$ cat config.mk
export PLATFORM = sky130hd
export DESIGN_NAME = ps2_host_cmd
export DESIGN_NICKNAME = d
export VERILOG_FILES = /design/src/rtl/ps2_pkg.sv /design/src/rtl/ps2_phase_timer.sv /design/src/rtl/ps2_host_cmd.sv
export SDC_FILE = /design/constraint.sdc
export NUM_CORES = 1
export LEC_CHECK = 0
export BUFFER_PORTS_ARGS = -buffer_cell sky130_fd_sc_hd__buf_2
export CAP_MARGIN = 0
export CELL_PAD_IN_SITES_DETAIL_PLACEMENT = 0
export CELL_PAD_IN_SITES_GLOBAL_PLACEMENT = 1
export CORE_UTILIZATION = 39
export DETAILED_ROUTE_END_ITERATION = 7
export PLACE_DENSITY_LB_ADDON = 0.1
export SKIP_LAST_GASP = 1
export SYNTH_ARGS = -nofsm -noshare
export SYNTH_HDL_FRONTEND = slang
export SYNTH_SLANG_ARGS = --single-unit
$ cat constraint.sdc
create_clock -name clk -period 2.8 [get_ports clk]
set_input_delay 0.14 -clock clk [delete_from_list [all_inputs] [get_ports clk]]
set_output_delay 0.14 -clock clk [all_outputs]
set_load 0.02 [all_outputs]
$ cat src/rtl/ps2_pkg.sv
// Shared definitions for the PS/2 host command controller.
//   state_t : controller state encoding
//   err_t   : completion result codes reported on err with done
//   PS2_*   : device response bytes
package ps2_pkg;

   typedef enum logic [2:0] {
      IDLE      = 3'd0,
      INHIBIT   = 3'd1,
      REQ       = 3'd2,
      SHIFT     = 3'd3,
      RELEASE   = 3'd4,
      WAIT_RESP = 3'd5
   } state_t;

   typedef enum logic [1:0] {
      ERR_OK           = 2'd0,
      ERR_TX_TIMEOUT   = 2'd1,
      ERR_RESP_TIMEOUT = 2'd2,
      ERR_RETRY        = 2'd3
   } err_t;

   localparam logic [7:0] PS2_ACK    = 8'hFA;
   localparam logic [7:0] PS2_RESEND = 8'hFE;
   localparam logic [7:0] PS2_BAT_OK = 8'hAA;

   // PS/2 frames carry odd parity: the parity bit makes the total count of ones odd.
   function automatic logic odd_parity(input logic [7:0] b);
      return ~^b;
   endfunction

endpackage

$ cat src/rtl/ps2_phase_timer.sv
// Phase timer for the PS/2 host controller: a loadable down-counter that
// stops at zero and flags terminal count.
//   clk, rst  : clock, synchronous active-high reset
//   load      : reload the counter with load_val (restarts the phase)
//   load_val  : number of cycles remaining minus one
//   expired   : counter has reached zero
module ps2_phase_timer #(
   parameter int WIDTH = 18
) (
   input  logic             clk,
   input  logic             rst,
   input  logic             load,
   input  logic [WIDTH-1:0] load_val,
   output logic             expired
);

   logic [WIDTH-1:0] count;

   always_ff @(posedge clk) begin
      if (rst)
         count <= '0;
      else if (load)
         count <= load_val;
      else if (count != '0)
         count <= count - WIDTH'(1);
   end

   assign expired = (count == '0);

endmodule

$ cat src/rtl/ps2_host_cmd.sv
// Host-to-device command controller for a PS/2 keyboard port.
// Inhibits the bus, issues request-to-send, shifts the command byte out on the
// device clock, checks the device ACK bit, then waits for the 0xFA / 0xFE
// response with bounded resend retries and per-phase timeouts.
//   clk, rst               : clock, synchronous active-high reset
//   cmd_data/valid/ready   : command handshake (accepted only in IDLE)
//   clock_in, data_in      : debounced PS/2 line levels
//   clock_oe, data_oe      : 1 = pull the corresponding line low
//   rx_inhibit             : receiver must ignore line activity
//   rx_valid, rx_byte      : byte completed by the shared receiver
//   busy, done, err        : status; err valid with done, held until next accept
//
// state     | meaning
// ----------+-----------------------------------------------------------
// IDLE      | lines released, cmd_ready high
// INHIBIT   | clock held low for INHIBIT_CYCLES
// REQ       | clock released, data pulled low (start bit)
// SHIFT     | data updated on each device clock fall, ACK sampled at fall 11
// RELEASE   | waiting for device to release both lines
// WAIT_RESP | receiver enabled, waiting for 0xFA / 0xFE
module ps2_host_cmd
   import ps2_pkg::*;
#(
   parameter int INHIBIT_CYCLES = 1200,
   parameter int TIMEOUT_CYCLES = 240000,
   parameter int MAX_RETRY      = 3
) (
   input  logic       clk,
   input  logic       rst,
   input  logic [7:0] cmd_data,
   input  logic       cmd_valid,
   output logic       cmd_ready,
   input  logic       clock_in,
   input  logic       data_in,
   output logic       clock_oe,
   output logic       data_oe,
   output logic       rx_inhibit,
   input  logic       rx_valid,
   input  logic [7:0] rx_byte,
   output logic       busy,
   output logic       done,
   output logic [1:0] err
);

   localparam int TMAX = (INHIBIT_CYCLES > TIMEOUT_CYCLES) ? INHIBIT_CYCLES : TIMEOUT_CYCLES;
   localparam int TW   = (TMAX < 2) ? 1 : $clog2(TMAX);
   localparam int RW   = (MAX_RETRY < 1) ? 1 : $clog2(MAX_RETRY + 1);
   localparam logic [TW-1:0] INH_LOAD = TW'(INHIBIT_CYCLES - 1);
   localparam logic [TW-1:0] TMO_LOAD = TW'(TIMEOUT_CYCLES - 1);

   state_t        state, state_nxt;
   logic          clock_prev;
   logic          fall;
   logic [7:0]    cmd_q, cmd_nxt;
   logic          parity_q, parity_nxt;
   logic [RW-1:0] retry_q, retry_nxt;
   logic [3:0]    fall_cnt, fall_cnt_nxt;
   logic          accept;
   logic          done_evt;
   err_t          err_code;

   logic          clock_oe_nxt, data_oe_nxt, rx_inhibit_nxt;
   logic          busy_nxt, done_nxt, cmd_ready_nxt;
   logic [1:0]    err_nxt;

   logic          tmr_load;
   logic [TW-1:0] tmr_val;
   logic          tmr_expired;

   assign fall = clock_prev & ~clock_in;

   // Every state change restarts the phase; inside SHIFT each device clock
   // fall also restarts it, so the timeout bounds the gap between falls.
   assign tmr_load = (state_nxt != state) || ((state == SHIFT) && fall);
   assign tmr_val  = (state_nxt == INHIBIT) ? INH_LOAD : TMO_LOAD;

   ps2_phase_timer #(
      .WIDTH (TW)
   ) u_timer (
      .clk      (clk),
      .rst      (rst),
      .load     (tmr_load),
      .load_val (tmr_val),
      .expired  (tmr_expired)
   );

   always_ff @(posedge clk) begin
      if (rst) begin
         state      <= IDLE;
         clock_prev <= 1'b1;
         cmd_q      <= '0;
         parity_q   <= 1'b0;
         retry_q    <= '0;
         fall_cnt   <= '0;
         clock_oe   <= 1'b0;
         data_oe    <= 1'b0;
         rx_inhibit <= 1'b0;
         busy       <= 1'b0;
         done       <= 1'b0;
         err        <= 2'd0;
         cmd_ready  <= 1'b1;
      end else begin
         state      <= state_nxt;
         clock_prev <= clock_in;
         cmd_q      <= cmd_nxt;
         parity_q   <= parity_nxt;
         retry_q    <= retry_nxt;
         fall_cnt   <= fall_cnt_nxt;
         clock_oe   <= clock_oe_nxt;
         data_oe    <= data_oe_nxt;
         rx_inhibit <= rx_inhibit_nxt;
         busy       <= busy_nxt;
         done       <= done_nxt;
         err        <= err_nxt;
         cmd_ready  <= cmd_ready_nxt;
      end
   end

   always_comb begin
      state_nxt    = state;
      cmd_nxt      = cmd_q;
      parity_nxt   = parity_q;
      retry_nxt    = retry_q;
      fall_cnt_nxt = fall_cnt;
      accept       = 1'b0;
      done_evt     = 1'b0;
      err_code     = ERR_OK;
      case (state)
         IDLE: begin
            if (cmd_valid && cmd_ready) begin
               accept     = 1'b1;
               cmd_nxt    = cmd_data;
               parity_nxt = odd_parity(cmd_data);
               retry_nxt  = '0;
               state_nxt  = INHIBIT;
            end
         end
         INHIBIT: begin
            if (tmr_expired)
               state_nxt = REQ;
         end
         REQ: begin
            fall_cnt_nxt = '0;
            state_nxt    = SHIFT;
         end
         SHIFT: begin
            if (fall) begin
               fall_cnt_nxt = fall_cnt + 4'd1;
               // Fall 11: device drives the ACK bit low if it took the frame.
               if (fall_cnt == 4'd10) begin
                  if (!data_in) begin
                     state_nxt = RELEASE;
                  end else begin
                     state_nxt = IDLE;
                     done_evt  = 1'b1;
                     err_code  = ERR_TX_TIMEOUT;
                  end
               end
            end else if (tmr_expired) begin
               state_nxt = IDLE;
               done_evt  = 1'b1;
               err_code  = ERR_TX_TIMEOUT;
            end
         end
         RELEASE: begin
            if (clock_in && data_in) begin
               state_nxt = WAIT_RESP;
            end else if (tmr_expired) begin
               state_nxt = IDLE;
               done_evt  = 1'b1;
               err_code  = ERR_TX_TIMEOUT;
            end
         end
         WAIT_RESP: begin
            // Other bytes are scan codes already in flight; keep waiting.
            if (rx_valid) begin
               if (rx_byte == PS2_ACK) begin
                  state_nxt = IDLE;
                  done_evt  = 1'b1;
                  err_code  = ERR_OK;
               end else if (rx_byte == PS2_RESEND) begin
                  if (int'(retry_q) < MAX_RETRY) begin
                     retry_nxt = retry_q + RW'(1);
                     state_nxt = INHIBIT;
                  end else begin
                     state_nxt = IDLE;
                     done_evt  = 1'b1;
                     err_code  = ERR_RETRY;
                  end
               end
            end else if (tmr_expired) begin
               state_nxt = IDLE;
               done_evt  = 1'b1;
               err_code  = ERR_RESP_TIMEOUT;
            end
         end
         default: state_nxt = IDLE;
      endcase
   end

   // Outputs are computed from the next state so they change in the same
   // cycle the state register does.
   always_comb begin
      clock_oe_nxt   = (state_nxt == INHIBIT);
      rx_inhibit_nxt = (state_nxt inside {INHIBIT, REQ, SHIFT, RELEASE});
      busy_nxt       = (state_nxt != IDLE);
      cmd_ready_nxt  = (state_nxt == IDLE) && !done_evt;
      done_nxt       = done_evt;
      err_nxt        = err;
      if (accept)
         err_nxt = ERR_OK;
      if (done_evt)
         err_nxt = err_code;
      data_oe_nxt = 1'b0;
      if (state_nxt == REQ) begin
         data_oe_nxt = 1'b1;
      end else if (state_nxt == SHIFT) begin
         data_oe_nxt = data_oe;
         if ((state == SHIFT) && fall) begin
            if (fall_cnt < 4'd8)
               data_oe_nxt = ~cmd_q[fall_cnt[2:0]];
            else if (fall_cnt == 4'd8)
               data_oe_nxt = ~parity_q;
            else
               data_oe_nxt = 1'b0;
         end
      end
   end

endmodule

# [Word level (Yosys, flattened, before mapping)]
# Index checks and enable logic that the tools add are counted.
[op_classes] addsub=3 magnitude_cmp=3 eq_ne=21 muxes=55 bitwise=4 reduce_logical=20
[ops] op="2-to-1 mux 18 bit" count=3
[ops] op="2-to-1 mux 3 bit" count=10
[ops] op="2-to-1 mux 2 bit" count=14
[ops] op="2-to-1 mux 1 bit" count=21
[ops] op="logical NOT 18 bit" count=1
[ops] op="case mux 3 bit (6 select lines)" count=1
[ops] op="nonzero test 18 bit" count=1
[ops] op="subtractor 18 x 1 -> 18 bit (second input constant)" count=1
[ops] op="== test 8 bit (second input constant)" count=2
[ops] op="== test 3 x 2 -> 1 bit (second input constant)" count=4
[ops] op="inequality test 2 bit (second input constant)" count=6
[ops] op="== test 3 bit (second input constant)" count=3
[ops] op="== test 4 bit (second input constant)" count=2
[ops] op="case mux 4 bit (2 select lines)" count=1
[ops] op="nonzero test 2 bit" count=4
[ops] op="XNOR reduction 8 bit" count=1
[ops] op="== test 3 x 1 -> 1 bit (second input constant)" count=2
[ops] op="logical NOT 3 bit" count=2
[ops] op="case mux 2 bit (3 select lines)" count=1
[ops] op="AND reduction 6 bit" count=1
[ops] op="adder 4 x 1 -> 4 bit (second input constant)" count=1
[ops] op="logical AND 1 bit" count=4
[ops] op="less-than comparator 3 x 4 -> 1 bit (second input constant)" count=1
[ops] op="less-than comparator 4 bit (second input constant)" count=1
[ops] op="15 further kinds" count=18
[totals] reg_bits=45 in_bits=22 output_inout_bits=8 word_cells=120

# [Depth between registers and ports, before layout]
# Gate-level depths: netlist of the first run.
[depth] word_depth=9 ltp_mapped=10 depth_no_buf=8

# [Cells and area by module]
# A second synthesis of the first run with hierarchy kept.
[unflattened] hier_cells=306 area_unflattened_um2=2596.2
[modules_own_cells] mod="ps2_host_cmd" instances=1 cells_per_inst=181 area_each_um2=1602.8
[modules_own_cells] mod="ps2_phase_timer" instances=1 cells_per_inst=125 area_each_um2=993.5

# [Worst setup path after synthesis of the first run]
# OpenSTA, ideal clock, no wires.
[synth_path] path_kind="reg-to-reg" start="reg u_timer.count[0] (netlist name)" end="reg retry_q[0]" setup_time_ns=0.121 arrival_ns=2.755 path_slack_ns=-0.076 path_stages_with_launch=10 period_less_slack_ns=2.876 cell_sequence="dfxtp_1 -> inv_1 -> ha_1 -> or4b_4 -> or4_4 -> buf_6 -> or4_4 -> and3_4 -> nand4b_2 -> mux2_4"
[synth_lines] item="end signal: assignment" line_no="ps2_host_cmd.sv:107" source="retry_q <= retry_nxt;"
[synth_lines] item="end: declaration" line_no="ps2_host_cmd.sv:56" source="logic [RW-1:0] retry_q, retry_nxt;"

==> summary.md, run 1 <==
| Metric | Value |
|---|---|
| Final nets | `between 300 and 400` |
| GR Util All Layers | `a little under a fifth` |
| IO Count | `30` |
| Area of the multi-input gates | `1490 sq um` |
| Post-synth top area cell | `dfxtp_1` |
| Overflow after GRT | `0` |
| GR Util met2 | `30.3%` |
| Reg area | `approximately 900 sq um` |
| Number of synthesized flops with an enable pin | `0` |
| PortBufs | `29` |
| Met1 Use GR | `24.0%` |
| Max Cap Viol | `0` |
| Clk_lat worst skew | `~0.3 ns` |
| Pre-Repair DR Iteration Count | `4` |
| Largest net degree at the start of global routing | `26` |
| WL per Instance | `~15 um` |
| Fillers | `around 620` |
| Clock tree buffer depth | `2` |
| Tmin final | `roughly 2.8 ns` |
| Residual DRC count | `0` |
| Worst path required time | `around 3 ns` |
| RSZ-0062 raised after global routing | `yes` |
| CTS H-tree depth | `2` |
| Endpoints failing hold | `0` |
| Max incr delay on CP | `0.50 ns` |
| Post-synth top area share | `between 30% and 40%` |
| Initial antenna violation count | `0` |
| Critical path startpoint category | `flip-flop` |
| Syn_area_per_cell | `8.84 sq um` |
| Yosys reg bits | `45` |
| Slew HR | `between 50% and 60%` |
| Pre-CTS setup slack | `just under 0.06 ns` |
| Leakage | `1.15 nW` |
| Synthesis-to-layout area growth | `16.2%` |
| Post-route setup slack | `approximately 0.033 ns` |
| Antenna diode count | `0` |
| Hold crit path type | `input port to flip-flop` |
| Finished Cell Area | `2850 sq um` |
| Layout cell share with drive strength beyond 1 | `approximately a quarter` |
| Detailed-route wire length | `5670 um` |
| Slew @ Worst Pin | `between 0.6 and 0.7 ns` |
| Final setup fails | `0` |
| Die width | `~80 um` |
| Critical path arrival | `between 2 and 3 ns` |
| Most crowded layer after global routing | `met2` |
| Initial DRC count | `76` |
| DR vias | `2048` |
| Yosys warning total | `0` |
| Slew Viols, Final | `0` |
| Hold_buf cts | `0` |
| Final clock skew | `between 0.006 and 0.007 ns` |
| Async set or reset register ratio after synthesis | `0%` |
| Ys flop type | `dfxtp_1` |
| Post-Syn Nets | `304` |
| First-pass GRT wire length | `approximately 9000 um` |
| Die Ht | `a little over 80 um` |
| Post-DP HPWL | `about 4200 um` |
| Post-DRT Antenna Nets | `0` |
| Gp weighted congestion | `0.762` |
| Std-Cell Rows | `28` |
| Worst-path fanout max | `7` |
| Clk slew on worst S/H paths | `0.09 ns` |
| Synth Cell Area | `2450 sq um` |
| Synth Instances | `roughly 280` |
| Post-layout power | `2.39 mW` |
| Via/cell ratio | `5.25` |
| Worst setup EP type | `flip-flop` |
| Clock sink total | `45` |
| Vias in the first global route | `around 1900` |
| DP Cell Count | `between 300 and 400` |
| Placement-stage cell area | `roughly 2700 sq um` |
| Non-Filler Instances | `390` |
| Largest cells by area after synthesis | `dfxtp_1, xnor2_1, nor2_1` |
| Critical-path cell list | `inv_2 > ha_2 > or4b_4 > or4_4 > or4_4 > and3_4 > nand4b_4 > mux2_4` |
| Max VDD drop | `0.343 mV` |
| Initial core utilization | `between 40% and 50%` |
| CTS root buf | `clkbuf_8` |
| Core Box Area | `between 5000 and 6000 sq um` |
| Critical path class | `flip-flop to flip-flop` |
| Netlist cell types | `just under 60` |
| Status | `complete, no violations` |
| CTS tree | `yes` |
| Max Freq | `~360 MHz` |
| Met3 usage in global routing | `around 3.7%` |
| Fin crit share | `just under 100%` |
| Sequential area share after synthesis | `between 30% and 40%` |
| Total die area | `approximately 6600 sq um` |
| P per Cell Area | `about 840 nW/um^2` |
| TritonCTS Buffers | `5` |
| Slowest-stage cell, CP | `or4_4` |
| CP dominant cell by count | `or4_4` |
[flip-flops by register name (all words and copies together) (netlist names)]
| register | count |
|---|---|
| state | 3 |
| fall_cnt | 4 |
| data_oe | 1 |
| err | 2 |
| parity_q | 1 |
| retry_q | 2 |
| u_timer.count | 18 |
| done | 1 |
| busy | 1 |
| rx_inhibit | 1 |
| cmd_ready | 1 |
| clock_oe | 1 |
| cmd_q | 8 |
| clock_prev | 1 |
[worst max-delay path: cells and delay by family, from the launching register on]
kind / cells / cell delay, ns
buf+inv: 1 / 0.06
mux: 1 / 0.30
simple gates: 5 / 1.79
flops: 1 / 0.33
fa+ha+maj: 1 / 0.18
[cell type report]
cell class / count / area share [%]
clock inverter: 3 / 0.879
tap: 75 / 3.30
clock buffer: 5 / 2.42
timing repair buffer: 43 / 8.79
inverter: 6 / 0.791
sequential: 45 / 31.6
multi-input combinational: 213 / 52.2
[layout by cell type, fill, tap and decap left out, types with 5 or more instances in the layout]
cell type	n
xor2_1	10
a21oi_1	14
nor2_1	29
or2_2	5
nor3_1	9
dfxtp_1	45
inv_1	5
buf_2	29
nand3_1	6
xnor2_1	15
buf_4	14
mux2i_1	10
nand2b_1	10
nand2_1	23
clkbuf_8	5
a21oi_2	8
o21ai_0	5
[worst paths after layout]
| path | start | end | slack (ns) | cells past startpoint |
|---|---|---|---|---|
| worst max-delay path | u_timer.count[0]$_SDFFE_PP0P_ | retry_q[0]$_SDFFE_PP0P_ | 0.03 | 8 |
| worst min-delay path | clock_in | clock_prev$_SDFF_PP1_ | 0.08 | 2 |
| worst max register to register | u_timer.count[0]$_SDFFE_PP0P_ | retry_q[0]$_SDFFE_PP0P_ | 0.03 | 8 |
| worst min register to register | err[0]$_SDFFE_PP0P_ | err[0]$_SDFFE_PP0P_ | 0.49 | 2 |
[report_power, final]
group | leakage [nW] | internal [mW] | total (mW) | switching, mW
clock network | 0.0452 | 0.182 | 0.429 | 0.247
registers | 0.369 | 0.787 | 0.895 | 0.108
logic | 0.738 | 0.482 | 1.07 | 0.583
total | 1.15 | 1.45 | 2.39 | 0.938
[through the flow]
stage / utilization (%) / hold slack [ns] / TNS (ns)
after global routing: 47.5 / 0.0877 / -0.0491
final: 47.5 / 0.0847 / 0
after detailed placement: 45.6 / 0.390 / 0
after floorplan: - / 0.247 / 0
after CTS: 47.2 / 0.0718 / 0
after global placement: 45.6 / 0.385 / 0
[synthesized netlist by cell type (all sizes together), types with 5 or more instances]
cell    number
o21ai        8
or2          5
nand2       23
clkbuf      10
nor3         9
xnor2       15
ha           5
a21oi       22
inv          6
dfxtp       45
nand3        6
mux2i       10
nor2        30
nand2b      10
xor2        10
[logic make-up after synthesis]
family | synth area share (%)
xor gates and xnor gates | 8.94
buffers and inverters | 3.22
AOI/OAI and AO/OA | 15.1
and+or+nand+nor | 26.9
adders and majority gates | 2.55
DFF | 36.8
muxes | 6.54
[timing repair]
action / in CTS / in global routing
resized for setup: 0 / 1
setup endpoints to repair: 0 / 5
setup buffers: 0 / 2
[per-layer routing]
layer,vias to the layer above,routed length [um]
met5,-,0
met4,0,91
met1,939,2830
met3,10,177
li1,1055,-
met2,44,2570
Power figures use the tool's default switching activity.
==> run 2, diff against run 1 <==
- CORE_ASPECT_RATIO: not set -> 0.6
==> run 2 against run 1 <==
  * Largest cell class unchanged
  * Power is 2.7% higher
  * Combinational power is 5% higher
  * Fmax is 1.4% higher
  * Critical path type unchanged
  * Sequential power is 0.6% higher
==> summary.md, run 2 (synthesis results as in run 1) <==
| Metric | Value |
|---|---|
| Final setup fails | `0 (unchanged)` |
| Clk slew on worst S/H paths | `0.09 ns (about the same)` |
| Initial DRC count | `133 (was 76)` |
| Setup crit start | `u_timer.count[1]$_SDFFE_PP0P_ (was u_timer.count[0]$_SDFFE_PP0P_)` |
| Detailed-route wire length | `5980 um (was 5670 um)` |
| Synthesis-to-layout area growth | `17.3% (was 16.2%)` |
| R2R depth | `8 (unchanged)` |
| Commonest cells after routing, fill and taps aside | `dfxtp_1, nor2_1, buf_2 (unchanged)` |
| Max incr delay on CP | `0.50 ns (about the same)` |
| Worst path required time | `3.00 ns (about the same)` |
| Worst R2R Start | `u_timer.count[1]$_SDFFE_PP0P_ (was u_timer.count[0]$_SDFFE_PP0P_)` |
| Sw Ratio | `39.3% (about the same)` |
| Power share of the clock group | `17.9% (was 18.0%)` |
| Hold_buf cts | `0 (unchanged)` |
| Post-DP HPWL | `4430 um (was 4170 um)` |
| P per Cell Area | `855 nW/um^2 (was 840 nW/um^2)` |
| CTS tree | `yes (unchanged)` |
| Registers with the most flip-flops | `u_timer.count: 18 flops, cmd_q: 8 flops, fall_cnt: 4 flops (unchanged)` |
| DR vias | `2084 (was 2048)` |
| IO Count | `30 (unchanged)` |
| Worst-path fanout max | `8 (was 7)` |
| Worst R2R End | `retry_q[0]$_SDFFE_PP0P_ (unchanged)` |
| Top Family by Delay on Critical Path | `simple AND/OR/NAND/NOR gates (unchanged)` |
| Slowest-stage cell, CP | `or4_4 (unchanged)` |
| Max reg flops | `18 (unchanged)` |
| Overflow after GRT | `0 (unchanged)` |
| Sequential Power Share | `36.7% (was 37.5%)` |
| Finished Cell Area | `2870 sq um (was 2850 sq um)` |
| Slew HR | `53.3% (was 57.1%)` |
| TritonCTS Buffers | `5 (unchanged)` |
| Fin crit share | `97.5% (was 98.8%)` |
| Placement-stage cell area | `2750 sq um (was 2730 sq um)` |
| CP dominant cell by count | `or4_4 (unchanged)` |
| WP buf/inv | `1 (unchanged)` |
| Commonest non-fill, non-tap cell in the layout | `dfxtp_1 (unchanged)` |
| Pre-CTS setup slack | `0.0456 ns (was 0.0578 ns)` |
| PortBufs | `29 (unchanged)` |
| Critical Path Stages | `8 (unchanged)` |
| Finished Core Util | `49.5% (was 47.5%)` |
| First-pass GRT wire length | `9850 um (was 9090 um)` |
| Max Cap Viol | `0 (unchanged)` |
| Final nets | `342 (was 341)` |
| Via/cell ratio | `5.26 (was 5.25)` |
| R2r setup slk | `0.07 ns (was 0.03 ns)` |
| Layout cell share with drive strength beyond 1 | `25.6% (was 25.4%)` |
| Hold_ws | `0.0813 ns (was 0.0847 ns)` |
| Residual DRC count | `0 (unchanged)` |
| Status | `complete, no violations (unchanged)` |
| Die Ht | `63.4 um (was 81.2 um)` |
| Clk_lat worst skew | `0.31 ns (was 0.30 ns)` |
| Max Freq | `366 MHz (was 361 MHz)` |
| Post-DRT Antenna Nets | `0 (unchanged)` |
| Total die area | `6610 sq um (was 6600 sq um)` |
| GR Util All Layers | `19.2% (was 18.4%)` |
| Gp weighted congestion | `0.831 (was 0.762)` |
| Cell-internal power | `1.49 mW (was 1.45 mW)` |
| WL per Instance | `15.1 um (was 14.5 um)` |
| Part of the power in combinational logic | `45.5% (was 44.6%)` |
| Initial core utilization | `42.2% (was 40.9%)` |
| Slew Viols, Final | `0 (unchanged)` |
| Initial antenna violation count | `0 (unchanged)` |
| Tmin final | `2.73 ns (was 2.77 ns)` |
| Hold crit path type | `input port to flip-flop (unchanged)` |
| HP Start | `clock_in (unchanged)` |
| Pre-Repair DR Iteration Count | `4 (unchanged)` |
| Largest net degree at the start of global routing | `25 (was 26)` |
| CP endpoint | `retry_q[0]$_SDFFE_PP0P_ (unchanged)` |
| RSZ-0062 raised after global routing | `yes (unchanged)` |
| Critical path startpoint category | `flip-flop (unchanged)` |
| Final clock skew | `0.0118 ns (was 0.00659 ns)` |
| CTS root buf | `clkbuf_8 (unchanged)` |
| Worst setup EP type | `flip-flop (unchanged)` |
| Slew @ Worst Pin | `0.698 ns (was 0.642 ns)` |
| Die width | `104 um (was 81.2 um)` |
| Vias in the first global route | `1813 (was 1885)` |
| Area of the multi-input gates | `1490 sq um (about the same)` |
| Antenna diode count | `0 (unchanged)` |
| Clock sink total | `45 (unchanged)` |
| Endpoints failing hold | `0 (unchanged)` |
| CTS H-tree depth | `2 (unchanged)` |
| Critical-path cell list | `inv_1 > ha_4 > or4b_4 > or4_4 > or4_4 > and3_4 > nand4b_4 > mux2_4 (was inv_2 > ha_2 > or4b_4 > or4_4 > or4_4 > and3_4 > nand4b_4 > mux2_4)` |
| Switching power | `0.964 mW (was 0.938 mW)` |
| Max VDD drop | `0.414 mV (was 0.343 mV)` |
| Core Box Area | `5810 sq um (was 5990 sq um)` |
| Top reg by flops | `u_timer.count (unchanged)` |
| Std-Cell Rows | `21 (was 28)` |
| Critical path arrival | `2.93 ns (was 2.97 ns)` |
| Critical path class | `flip-flop to flip-flop (unchanged)` |
| Post-route setup slack | `0.0698 ns (was 0.0329 ns)` |
| Reg area | `902 sq um (was 901 sq um)` |
| Clock tree buffer depth | `2 (unchanged)` |
| Fillers | `547 (was 617)` |
| Leakage | `1.16 nW (was 1.15 nW)` |
[run 2: what timing repair did]
| action | in CTS | in global routing |
|---|---|---|
| setup endpoints to repair | 0 | 4 |
| setup buffers | 0 | 2 |
| gates resized for setup | 0 | 2 |
[run 2: worst reg2reg max path, delay by kind of cell (launching register included)]
kind | cells | cell delay [ns]
buf+inv | 1 | 0.08
flops | 1 | 0.33
simple gates | 5 | 1.78
fa+ha+maj | 1 | 0.13
mux | 1 | 0.30
[run 2: through the flow]
step | instances | power (mW) | TNS, ns
2_1_floorplan | 277 | 1.70 | 0
3_3_place_gp | 386 | 2.01 | 0
3_5_place_dp | 386 | 1.99 | 0
4_1_cts | 394 | 2.44 | 0
5_1_grt | 396 | 2.65 | -0.0213
6_report | 396 | 2.45 | 0
[run 2: layout make-up]
cell class / count / area share (%)
Clock buffer: 6 / 2.88
Inverter: 6 / 0.784
Multi-Input combinational cell: 213 / 51.9
Tap cell: 80 / 3.49
Sequential cell: 45 / 31.4
Clock inverter: 2 / 0.566
Timing Repair Buffer: 44 / 8.98
[run 2: worst min-delay path by stage]
stage | slack (ns) | depth (start not counted) | end
2_1_floorplan | 0.25 | 1 | clock_prev$_SDFF_PP1_
3_3_place_gp | 0.39 | 2 | clock_prev$_SDFF_PP1_
3_5_place_dp | 0.39 | 2 | clock_prev$_SDFF_PP1_
4_1_cts | 0.08 | 2 | clock_prev$_SDFF_PP1_
5_1_grt | 0.08 | 2 | clock_prev$_SDFF_PP1_
6_report | 0.08 | 2 | clock_prev$_SDFF_PP1_
[run 2: power by group through the flow]
stage	Sequential [mW]	Clock [mW]	Combinational, mW
global placement	0.910	0	1.10
CTS	0.894	0.449	1.09
detailed placement	0.908	0	1.08
global route	0.918	0.487	1.24
finish	0.900	0.439	1.12
floorplan	0.918	0	0.783
[run 2: per-layer routing]
| metal | part of all wire [%] | global-route usage (%) |
|---|---|---|
| met1 | 61 | 32.7 |
| met5 | 0 | 0 |
| met2 | 32 | 21.9 |
| met3 | 5.8 | 4.55 |
| met4 | 1.0 | 5.36 |
